File: config.mk
export PLATFORM = sky130hd
export DESIGN_NAME = mem_wb_writeback
export DESIGN_NICKNAME = d
export VERILOG_FILES = /design/src/rtl/mem_wb_writeback.sv
export SDC_FILE = /design/constraint.sdc
export NUM_CORES = 1
export LEC_CHECK = 0
export CELL_PAD_IN_SITES_DETAIL_PLACEMENT = 2
export CELL_PAD_IN_SITES_GLOBAL_PLACEMENT = 2
export CORE_AREA = 2 2 92 160
export DETAILED_ROUTE_END_ITERATION = 16
export DIE_AREA = 0 0 94 162
export DONT_BUFFER_PORTS = 1
export HOLD_SLACK_MARGIN = 0.08
export PLACE_DENSITY_LB_ADDON = 0.15
export SYNTH_ARGS = -nofsm -noshare
export SYNTH_HDL_FRONTEND = slang
export SYNTH_SLANG_ARGS = --single-unit
export TNS_END_PERCENT = 50
File: constraint.sdc
create_clock -name clk -period 6.1 [get_ports clk]
set_clock_uncertainty 0.1 [all_clocks]
set_input_delay 1.22 -clock clk [delete_from_list [all_inputs] [get_ports clk]]
set_output_delay 1.22 -clock clk [all_outputs]
set_load 0.02 [all_outputs]
File: src/rtl/mem_wb_writeback.sv
// MEM/WB pipeline register and writeback selector with a same-cycle forwarding view.
// Optional retire counter enabled by defining WB_RETIRE_COUNT_EN.
module mem_wb_writeback #(
  parameter int DATA_W = 32,
  parameter int REG_AW = 5
) (
  input  logic              clk,
  input  logic              rst,
  input  logic              stall,
  input  logic              flush,
  input  logic              mem_valid,
  input  logic              mem_RegWrite,
  input  logic [1:0]        mem_MemtoReg,
  input  logic [2:0]        mem_LoadType,
  input  logic [REG_AW-1:0] mem_WriteReg,
  input  logic [DATA_W-1:0] mem_ALUResult,
  input  logic [DATA_W-1:0] mem_ReadData,
  input  logic [DATA_W-1:0] mem_PCPlus4,
  output logic              RegWrite,
  output logic [REG_AW-1:0] WriteReg,
  output logic [DATA_W-1:0] WriteData,
  output logic              fwd_valid,
  output logic [REG_AW-1:0] fwd_reg,
  output logic [DATA_W-1:0] fwd_data
`ifdef WB_RETIRE_COUNT_EN
  ,
  output logic [31:0]       retire_count
`endif
);

  typedef struct packed {
    logic              valid;
    logic              regwrite;
    logic [1:0]        memtoreg;
    logic [2:0]        loadtype;
    logic [REG_AW-1:0] wreg;
    logic [DATA_W-1:0] alu;
    logic [DATA_W-1:0] rdata;
    logic [DATA_W-1:0] pc4;
  } wb_t;

  wb_t wb_q, wb_d;

  // NOTE: wb_d starts as a copy of wb_q so every path assigns it; no latch is inferred.
  always_comb begin
    wb_d = wb_q;
    if (flush) begin
      wb_d.valid    = 1'b0;
      wb_d.regwrite = 1'b0;
    end else if (!stall) begin
      wb_d.valid    = mem_valid;
      wb_d.regwrite = mem_RegWrite;
      wb_d.memtoreg = mem_MemtoReg;
      wb_d.loadtype = mem_LoadType;
      wb_d.wreg     = mem_WriteReg;
      wb_d.alu      = mem_ALUResult;
      wb_d.rdata    = mem_ReadData;
      wb_d.pc4      = mem_PCPlus4;
    end
  end

  // NOTE: sequential state uses non-blocking assignments so all registers update together.
  always_ff @(posedge clk or posedge rst) begin
    if (rst) wb_q <= '0;
    else     wb_q <= wb_d;
  end

  logic [7:0]        byte_sel;
  logic [15:0]       half_sel;
  logic [DATA_W-1:0] load_data;
  logic [DATA_W-1:0] wdata;

  // Little-endian lanes: the low address bits pick the byte/halfword.
  always_comb begin
    byte_sel = wb_q.rdata[7:0];
    case (wb_q.alu[1:0])
      2'd1:    byte_sel = wb_q.rdata[15:8];
      2'd2:    byte_sel = wb_q.rdata[23:16];
      2'd3:    byte_sel = wb_q.rdata[31:24];
      default: byte_sel = wb_q.rdata[7:0];
    endcase
    half_sel = wb_q.alu[1] ? wb_q.rdata[31:16] : wb_q.rdata[15:0];
  end

  always_comb begin
    case (wb_q.loadtype)
      3'b001:  load_data = {{(DATA_W-8){byte_sel[7]}}, byte_sel};
      3'b010:  load_data = {{(DATA_W-8){1'b0}}, byte_sel};
      3'b011:  load_data = {{(DATA_W-16){half_sel[15]}}, half_sel};
      3'b100:  load_data = {{(DATA_W-16){1'b0}}, half_sel};
      default: load_data = wb_q.rdata;
    endcase
  end

  always_comb begin
    case (wb_q.memtoreg)
      2'b01:   wdata = load_data;
      2'b10:   wdata = wb_q.pc4;
      default: wdata = wb_q.alu;
    endcase
  end

  // The register file does not guard index 0, so $zero writes die here.
  assign RegWrite  = wb_q.valid & wb_q.regwrite & (wb_q.wreg != '0);
  assign WriteReg  = wb_q.wreg;
  assign WriteData = wdata;
  assign fwd_valid = RegWrite;
  assign fwd_reg   = WriteReg;
  assign fwd_data  = WriteData;

`ifdef WB_RETIRE_COUNT_EN
  logic [31:0] retire_q, retire_d;

  always_comb begin
    retire_d = retire_q;
    if (wb_q.valid && !stall) retire_d = retire_q + 32'd1;
  end

  always_ff @(posedge clk or posedge rst) begin
    if (rst) retire_q <= '0;
    else     retire_q <= retire_d;
  end

  assign retire_count = retire_q;
`endif

endmodule

==> impl_metrics.json <==
{
  "slew_viol_final": 0,
  "slew_headroom_pct": 27.3,
  "post-route-util_pct": 43.1,
  "ant_nets": 0,
  "netlist_top_cells_count": "dfrtp_1, mux2_2, a21oi_1",
  "worstPathArrival_ns": 3.39,
  "synth_warnings": 0,
  "synth_top_area_share_pct": 46.1,
  "syn_to_final_growth_pct": 2.22,
  "grt_pass1_vias": 4338,
  "ys_seq_area_share_pct": 46.1,
  "cp.required_ns": 4.78,
  "tightestPinTransition_ns": 1.09,
  "crit_type": "reg -> out",
  "cp_max_fo": 18,
  "die_x_um": 94,
  "antenna_found_initial": 2,
  "cts.sinks": 108,
  "cts_setup_buffers": 0,
  "htreeDepth": 3,
  "finalNonFillerCells": 654,
  "grt_pass1_wl_um": 25900,
  "status": "complete, no violations",
  "p_per_area_nw_per_um2": 381,
  "wl_per_cell_um": 25.8,
  "viasPerCell": 5.94,
  "crit_path_start_kind": "register",
  "core-area_um2": 13900,
  "totalPowerFinal_uw": 2280,
  "grt_max_degree": 61,
  "io_buffers": 0,
  "ctsResizeCount": 0,
  "synth_ff_type": "dfrtp_1",
  "design_area_um2": 5990,
  "die_area_um2": 15200,
  "vias": 3888,
  "irDropWorstVdd_mv": 0.153,
  "drc": 0,
  "end_kind": "output port",
  "cts-root-buf": "clkbuf_16",
  "routed_wirelength_um": 16800,
  "drive_gt1_share_pct": 30.4,
  "synth-edff-count": 0,
  "clk_pin_slew_ns": 0.08,
  "synth_area_leaders": "dfrtp_1, mux2_2, buf_4, a21oi_1, o21ai_0",
  "dr.pass1.iters": 4,
  "dp.cells": 635,
  "setup_violations": 0,
  "place_area_um2": 5690,
  "hp-class": "reg -> reg",
  "track_usage_pct": 22.8,
  "ys_async_sr_fraction_pct": 100,
  "n_fill_cell": 1439,
  "min_period_over_period_pct": 77.2,
  "yosys.area.top_type": "dfrtp_1",
  "max_freq_mhz": 212,
  "rsz0062_at_grt": "no",
  "hold_buffers": 0,
  "clockBufferDepth": 2,
  "fin_setup_tns_ns": 0,
  "hpwl_um": 12600,
  "row_count": 57,
  "synth.ff_latch_count": 108,
  "drt_iter0_drc": 124,
  "grt-ovfl-total": 0,
  "clock_latency_ns": 0.35,
  "final_hold_viol_count": 0,
  "initial_core_util_pct": 42.1,
  "cap_violations": 0,
  "cts_tree": "built",
  "synth.net_count": 641,
  "num-nets-final": 583,
  "io-pin-count": 188,
  "netlist_area_um2": 5860,
  "gp_congestion": 0.828,
  "die_h_um": 162,
  "synth.most_common_cell": "dfrtp_1",
  "synth_cell_types": 48,
  "synth_area_per_cell_um2": 11.1,
  "synthesis.instances": 527,
  "p_leak_uw": 0.00238,
  "layout_min_cycle_time_ns": 4.71,
  "cts_buffers": 9
}
layout make-up:
cell class	count	area [um^2]	area share [%]
Inverter	9	36.3	0.606
Clock buffer	10	239	3.99
Tap cell	177	221	3.70
Antenna cell	3	7.51	0.125
Clock inverter	6	53.8	0.898
Multi-Input combinational cell	329	2640	44.0
Timing Repair Buffer	12	90.1	1.50
Sequential cell	108	2700	45.1
power by group:
group | switching [uW] | internal (uW) | total (uW)
Clock | 294 | 296 | 590
Sequential | 113 | 819 | 931
Combinational | 511 | 251 | 762
final timing paths:
| path | startpoint | endpoint | slack, ns | cells past startpoint |
|---|---|---|---|---|
| setup / recovery | wb_q[103]$_DFFE_PP0P_ | fwd_data[26] | 1.39 | 5 |
| hold / removal | wb_q[2]$_DFFE_PP0P_ | wb_q[2]$_DFFE_PP0P_ | 0.41 | 1 |
| setup reg to reg | wb_q[64]$_DFFE_PP0P_ | wb_q[64]$_DFFE_PP0P_ | 4.83 | 2 |
| hold reg to reg | wb_q[2]$_DFFE_PP0P_ | wb_q[2]$_DFFE_PP0P_ | 0.41 | 1 |
| max in group asynchronous | rst | wb_q[31]$_DFFE_PP0P_ | 3.93 | 2 |
| min in group asynchronous | rst | wb_q[83]$_DFFE_PP0P_ | 0.71 | 1 |
sequential cells by signal, summed over array words and instances (netlist names):
name	flops
wb_q	103
WriteReg	5
metrics by stage:
step	setup WS, ns	hold WS [ns]
global placement	1.90	0.392
CTS	1.37	0.414
floorplan	1.93	0.381
finish	1.39	0.410
detailed placement	1.76	0.397
global route	1.16	0.434
layer usage:
| metal | vias up | track usage [%] | share of wire, % |
|---|---|---|---|
| li1 | 1738 | - | - |
| met1 | 2031 | 25.3 | 37 |
| met2 | 107 | 43.4 | 58 |
| met3 | 12 | 4.59 | 4.3 |
| met4 | 0 | 5.53 | 1.2 |
| met5 | - | 0 | 0 |
cell usage in the layout, fill, tap and decap left out, types with 8 or more instances in the layout:
cell and n:
a21oi_1 44, a221oi_1 9, a22o_1 13, a22oi_1 9
buf_4 12, clkbuf_16 9, dfrtp_1 108, inv_1 8
mux2_2 103, mux2i_1 8, nand2_1 19, nor2_1 13
nor2b_1 26, o21ai_0 34
cell families (layout without fill, tap and decap cells):
| family | Yosys count | count (layout) | synth area share, % |
|---|---|---|---|
| flip-flops | 108 | 108 | 46.1 |
| XOR/XNOR | 4 | 4 | 0.726 |
| AO/OA/AOI/OAI | 139 | 139 | 15.8 |
| other | 0 | 3 | 0 |
| adder cells (fa/ha/maj) | 2 | 2 | 0.427 |
| buffers and inverters | 90 | 37 | 9.01 |
| AND/OR/NAND/NOR | 72 | 72 | 6.49 |
| multiplexers | 112 | 112 | 21.4 |
critical path: stages (launching register included):
cell and delay (ns):
dfrtp_1 0.74, xnor2_1 0.19, o21ai_0 0.13, a211oi_2 0.93
o21ai_0 0.29, a21oi_1 0.75
No activity file was read; power rests on OpenSTA's default activity.
